## src/rtl/mult_pkg.sv

```systemverilog
// ============================================================================
// Module   : mult_pkg
// Purpose  : Shared definitions for the shared-multiplier arbiter: arbiter
//            state encodings, default parameter values and a product-width
//            helper.
// Ports    : none (package)
// Revision : 1.0 - initial release
// ============================================================================
`default_nettype none

package mult_pkg;

  localparam int DEF_N_REQ   = 4;
  localparam int DEF_WIDTH   = 4;
  localparam int DEF_TIMEOUT = 63;

  typedef enum logic [2:0] {
    ARB_IDLE      = 3'd0,
    ARB_ISSUE     = 3'd1,
    ARB_WAIT_BUSY = 3'd2,
    ARB_WAIT_DONE = 3'd3,
    ARB_RESP      = 3'd4
  } arb_state_t;

  // Product of two w-bit operands.
  function automatic int prod_width(input int w);
    return 2 * w;
  endfunction

endpackage

`default_nettype wire

```

## src/rtl/rr_pick.sv

```systemverilog
// ============================================================================
// Module   : rr_pick
// Purpose  : Combinational round-robin selector. Returns the first set
//            request bit at or after ptr, searching cyclically.
// Ports    : req   in  N_REQ   request levels
//            ptr   in  IDX_W   highest-priority index
//            gnt   out N_REQ   one-hot winner (zero when no request)
//            idx   out IDX_W   winner index
//            valid out 1       any request present
// Revision : 1.0 - initial release
// ============================================================================
`default_nettype none

module rr_pick #(
  parameter int N_REQ = 4,
  parameter int IDX_W = $clog2(N_REQ)
) (
  input  logic [N_REQ-1:0] req,
  input  logic [IDX_W-1:0] ptr,
  output logic [N_REQ-1:0] gnt,
  output logic [IDX_W-1:0] idx,
  output logic             valid
);

  always_comb begin
    int               k;
    logic [IDX_W-1:0] k_idx;
    k     = 0;
    k_idx = '0;
    gnt   = '0;
    idx   = '0;
    valid = |req;
    // Walk offsets from farthest to nearest so the closest request to ptr
    // is the last one written and therefore wins.
    for (int i = N_REQ - 1; i >= 0; i--) begin
      k = int'(ptr) + i;
      if (k >= N_REQ) k = k - N_REQ;
      k_idx = IDX_W'(k);
      if (req[k_idx]) idx = k_idx;
    end
    if (valid) gnt[idx] = 1'b1;
  end

endmodule

`default_nettype wire

```

## src/rtl/mult_share_arbiter.sv

```systemverilog
// ============================================================================
// Module   : mult_share_arbiter
// Purpose  : Round-robin scheduler sharing one start/done multiplier among
//            N_REQ requesters. Grants a requester, latches its operands,
//            pulses start, waits for the multiplier to go busy and return
//            idle, then hands the product back with a one-cycle ack and
//            rotates priority past the served requester. A watchdog aborts a
//            stuck job, raises a sticky error and still acks the client.
// Ports    : i_CLK, i_RESET (async active-low)
//            i_REQ/i_A/i_B       requester side (operands packed per index)
//            o_GNT/o_ACK         one-hot grant and result strobe
//            o_PRODUCT, o_ERR    result and sticky timeout flag
//            o_MUL_A/B/START     multiplier operands and start
//            i_MUL_DONE/PRODUCT  multiplier status and result
// Revision : 1.0 - initial release
// ============================================================================
`default_nettype none

module mult_share_arbiter
  import mult_pkg::*;
#(
  parameter int N_REQ   = DEF_N_REQ,
  parameter int WIDTH   = DEF_WIDTH,
  parameter int TIMEOUT = DEF_TIMEOUT
) (
  input  logic                        i_CLK,
  input  logic                        i_RESET,
  input  logic [N_REQ-1:0]            i_REQ,
  input  logic [N_REQ*WIDTH-1:0]      i_A,
  input  logic [N_REQ*WIDTH-1:0]      i_B,
  output logic [N_REQ-1:0]            o_GNT,
  output logic [N_REQ-1:0]            o_ACK,
  output logic [prod_width(WIDTH)-1:0] o_PRODUCT,
  output logic                        o_ERR,
  output logic [WIDTH-1:0]            o_MUL_A,
  output logic [WIDTH-1:0]            o_MUL_B,
  output logic                        o_MUL_START,
  input  logic                        i_MUL_DONE,
  input  logic [prod_width(WIDTH)-1:0] i_MUL_PRODUCT
);

  localparam int PW    = prod_width(WIDTH);
  localparam int IDX_W = $clog2(N_REQ);
  localparam int CNT_W = $clog2(TIMEOUT + 1);

  arb_state_t       state;
  logic [IDX_W-1:0] idx;
  logic [IDX_W-1:0] ptr;
  logic [N_REQ-1:0] gnt_q;
  logic [CNT_W-1:0] cnt;
  logic [WIDTH-1:0] mul_a;
  logic [WIDTH-1:0] mul_b;
  logic [PW-1:0]    product;
  logic             err;

  logic [N_REQ-1:0] pick_gnt;
  logic [IDX_W-1:0] pick_idx;
  logic             pick_valid;
  logic             timed_out;

  rr_pick #(
    .N_REQ (N_REQ),
    .IDX_W (IDX_W)
  ) u_pick (
    .req   (i_REQ),
    .ptr   (ptr),
    .gnt   (pick_gnt),
    .idx   (pick_idx),
    .valid (pick_valid)
  );

  assign timed_out = (cnt == CNT_W'(TIMEOUT));

  always_ff @(posedge i_CLK or negedge i_RESET) begin
    if (!i_RESET) begin
      state   <= ARB_IDLE;
      idx     <= '0;
      ptr     <= '0;
      gnt_q   <= '0;
      cnt     <= '0;
      mul_a   <= '0;
      mul_b   <= '0;
      product <= '0;
      err     <= 1'b0;
    end else begin
      case (state)
        ARB_IDLE: begin
          // Only launch when the multiplier reports idle, so start never
          // lands on a busy unit.
          if (pick_valid && i_MUL_DONE) begin
            gnt_q <= pick_gnt;
            idx   <= pick_idx;
            mul_a <= i_A[pick_idx*WIDTH +: WIDTH];
            mul_b <= i_B[pick_idx*WIDTH +: WIDTH];
            state <= ARB_ISSUE;
          end
        end
        ARB_ISSUE: begin
          cnt   <= '0;
          state <= ARB_WAIT_BUSY;
        end
        ARB_WAIT_BUSY: begin
          // done is high while idle, so completion is only meaningful after
          // it has been seen low at least once.
          if (!i_MUL_DONE) begin
            state <= ARB_WAIT_DONE;
            if (!timed_out) cnt <= cnt + 1'b1;
          end else if (timed_out) begin
            err     <= 1'b1;
            product <= '0;
            state   <= ARB_RESP;
          end else begin
            cnt <= cnt + 1'b1;
          end
        end
        ARB_WAIT_DONE: begin
          if (i_MUL_DONE) begin
            product <= i_MUL_PRODUCT;
            state   <= ARB_RESP;
          end else if (timed_out) begin
            err     <= 1'b1;
            product <= '0;
            state   <= ARB_RESP;
          end else begin
            cnt <= cnt + 1'b1;
          end
        end
        ARB_RESP: begin
          if (idx == IDX_W'(N_REQ - 1)) ptr <= '0;
          else                          ptr <= idx + 1'b1;
          state <= ARB_IDLE;
        end
        default: state <= ARB_IDLE;
      endcase
    end
  end

  // Decoded from registers only, so these are glitch-free and drop to zero
  // immediately on reset.
  assign o_GNT       = (state != ARB_IDLE) ? gnt_q : '0;
  assign o_ACK       = (state == ARB_RESP) ? gnt_q : '0;
  assign o_MUL_START = (state == ARB_ISSUE);
  assign o_MUL_A     = mul_a;
  assign o_MUL_B     = mul_b;
  assign o_PRODUCT   = product;
  assign o_ERR       = err;

endmodule

`default_nettype wire
```

## config.mk

```make
export PLATFORM = sky130hd
export DESIGN_NAME = mult_share_arbiter
export DESIGN_NICKNAME = d
export VERILOG_FILES = /design/src/rtl/mult_pkg.sv /design/src/rtl/rr_pick.sv /design/src/rtl/mult_share_arbiter.sv
export SDC_FILE = /design/constraint.sdc
export NUM_CORES = 1
export LEC_CHECK = 0
export ABC_AREA = 1
export CAP_MARGIN = 10
export CORE_ASPECT_RATIO = 1.2
export CORE_MARGIN = 2
export CORE_UTILIZATION = 55
export DETAILED_ROUTE_END_ITERATION = 12
export DONT_BUFFER_PORTS = 1
export GPL_TIMING_DRIVEN = 0
export MAX_ROUTING_LAYER = met4
export PLACE_DENSITY_LB_ADDON = 0.08
export SYNTH_ARGS = -nofsm -noshare
export SYNTH_HDL_FRONTEND = slang
export SYNTH_SLANG_ARGS = --single-unit
```

## constraint.sdc

```tcl
create_clock -name i_CLK -period 2.6 [get_ports i_CLK]
set_input_delay 0.65 -clock i_CLK [delete_from_list [all_inputs] [get_ports i_CLK]]
set_output_delay 0.65 -clock i_CLK [all_outputs]
set_load 0.02 [all_outputs]
```

==> flow_summary.json <==
{
  "area_delta_synth_final_pct": 7.54,
  "wirelength_mm": 4.39,
  "critPathRequiredTime_ns": 1.95,
  "cts_buffer_depth": 2,
  "cap_violations": 0,
  "synthArstFlopShare": 1.00,
  "final.setup.worst_slack_ns": 0.396,
  "antenna_left": 0,
  "rsz0062_at_grt": "no",
  "fin_nets": 362,
  "cts_max_level": 2,
  "pwr-share-clk": 0.140,
  "drt_iter0_markers": 81,
  "cp_cell_sequence": "nor2_1, inv_1, nor2_1, inv_1, nor2_1",
  "clk_latency_ns": 0.28,
  "setup_tns_ns": 0,
  "hold_viol_final": 0,
  "synthCells": 306,
  "rows": 24,
  "syn-num-nets": 355,
  "cts_sinks": 34,
  "grt_max_degree": 35,
  "p_int_mw": 1.45,
  "via_count": 1868,
  "cts_tree": "done",
  "die-area_mm2": 0.00438,
  "cts_buffers": 5,
  "status": "finished, final reports clean",
  "num-fill-cells": 347,
  "maxSlewViolCount": 0,
  "start_util": 0.580,
  "setup.worst_path.start_class": "flop",
  "gp_congestion": 0.809,
  "hold_class": "input port to asynchronous set/reset pin",
  "worst_slew_margin_rel": 0.417,
  "endpoint_kind": "primary output",
  "synth-edff-count": 0,
  "p_seq_frac": 0.365,
  "finalCritPeriodShare": 0.848,
  "ys_warn_count": 0,
  "swShare": 0.493,
  "drc": 0,
  "avgSynthCellArea_um2": 6.94,
  "hpwl_mm": 3.41,
  "layout-drive-gt1-share": 0.0955,
  "leakage_nw": 1.26,
  "grt_pass1_vias": 1879,
  "seq_area_frac_synth": 0.401,
  "synth_top_area_frac": 0.401,
  "post-place-ws_ns": 0.651,
  "clock_skew_ns": 0.00451,
  "final_common_cell": "nand2_1",
  "vdd_drop_max_uv": 697,
  "cp_slowest_cell": "dfrtp_1",
  "io_pins": 73,
  "tightest_slew_ns": 0.869,
  "crit_path_max_incr_delay_ns": 0.42,
  "ys.flop_type": "dfrtp_1",
  "grt_usage": 0.241,
  "avgViaCountPerCell": 5.10,
  "synth_cell_type_count": 35,
  "first_pass_iters": 4,
  "crit_family": "simple AND/OR/NAND/NOR gates",
  "worstPathArrival_ns": 1.55,
  "cts_resized": 0,
  "core_mm2": 0.00366,
  "period_needed_ns": 2.20,
  "die_w_um": 60.7,
  "regArea_um2": 851,
  "finalSetupViolCount": 0,
  "power_switching_mw": 1.41,
  "critical_path_class": "flop to primary output",
  "fin_hold_ws_ns": 0.0566,
  "antenna_found_initial": 0,
  "multi_input_comb_area_um2": 993,
  "root_buffer": "clkbuf_8",
  "postCtsSetupRepairBufs": 0,
  "syn_area_mm2": 0.00212,
  "grt_overflow": 0,
  "grt_pass1_wl_mm": 7.91,
  "netlist.top_cell.by_area": "dfrtp_1",
  "final_cell_mix": "nand2_1, inv_1, nand3_1",
  "cpMostUsedCell": "nor2_1",
  "crit_fanout": 6,
  "wl_per_cell_um": 12.0,
  "p_comb_frac": 0.495,
  "diodes": 0,
  "path_buf_inv": 2,
  "max_freq_mhz": 454,
  "io_buffers": 0,
  "clk_pin_slew_ns": 0.07,
  "power_density_mw_per_mm2": 1250,
  "die_h_um": 72.1,
  "cts_hold_buffers": 0,
  "ys_ff_latch": 34,
  "synth_area_leaders": "dfrtp_1, nand2_1, nand3_1"
}
-- metal layers --
metal	global-route usage	vias up	share of wire
met3	0.0446	7	0.049
met4	0.0773	0	0.013
met1	0.324	839	0.45
met5	-	-	0
met2	0.369	52	0.49
li1	-	970	-
-- synthesized netlist by cell type (2+ instances only) --
| cell | n |
|---|---|
| nand2_1 | 93 |
| nand4_1 | 2 |
| nand3_1 | 46 |
| inv_1 | 57 |
| nand2_4 | 2 |
| o21ai_0 | 12 |
| inv_2 | 3 |
| o31ai_1 | 2 |
| nor2_1 | 18 |
| o21ai_1 | 3 |
| o22ai_1 | 2 |
| ha_1 | 2 |
| buf_6 | 2 |
| nand2_2 | 2 |
| buf_2 | 4 |
| nand3_4 | 2 |
| dfrtp_1 | 34 |
| a21oi_1 | 3 |
-- registers in the layout, summed over array words and instances (netlist names) --
name       cells
o_ERR          1
o_MUL_B        4
gnt_q          4
o_MUL_A        4
o_PRODUCT      8
ptr            2
state          3
idx            2
cnt            6
-- layout make-up --
cell class	count	area share
Multi-Input combinational cell	204	0.435
Sequential cell	34	0.373
Inverter	60	0.0986
Clock buffer	6	0.0362
Tap cell	52	0.0285
Buffer	8	0.0236
Clock inverter	2	0.00548
-- cell families after synthesis --
family | after synthesis | share of synthesized area
AOI/OAI and AO/OA | 27 | 0.0737
buffers and inverters | 68 | 0.131
adders and majority gates | 2 | 0.0118
DFF | 34 | 0.401
xor gates and xnor gates | 2 | 0.00825
and+or+nand+nor | 173 | 0.374
-- metrics by stage --
step                power [mW]   util  cell area, um^2  std cells
finish                    2.86  0.623             2280        366
global route              3.16  0.623             2280        366
CTS                       2.89  0.623             2280        366
detailed placement        2.48  0.597             2190        358
global placement          2.46  0.597             2190        358
floorplan                 2.18      -             2120        306
-- power groups by stage --
stage / sequential [mW] / combinational, mW / clock [mW]
floorplan: 1.01 / 1.17 / 0
global placement: 1.05 / 1.41 / 0
detailed placement: 1.05 / 1.43 / 0
CTS: 1.05 / 1.43 / 0.411
global route: 1.07 / 1.66 / 0.435
finish: 1.04 / 1.42 / 0.399
-- final timing paths --
check / slack [ns] / depth (start not counted) / endpoint / from
setup / recovery: 0.40 / 5 / o_ACK[0] / state[0]$_DFFE_PN0P_
hold / removal: 0.06 / 0 / gnt_q[3]$_DFFE_PN0P_ / i_RESET
setup reg to reg: 0.80 / 9 / o_MUL_B[0]$_DFFE_PN0P_ / state[0]$_DFFE_PN0P_
hold reg to reg: 0.50 / 1 / ptr[0]$_DFFE_PN0N_ / idx[0]$_DFFE_PN0P_
max in group asynchronous: 2.46 / 0 / cnt[4]$_DFFE_PN0P_ / i_RESET
min in group i_CLK: 0.48 / 2 / o_PRODUCT[1]$_DFFE_PN0P_ / i_MUL_PRODUCT[1]
Note: power is estimated with default switching activity, not from simulation.
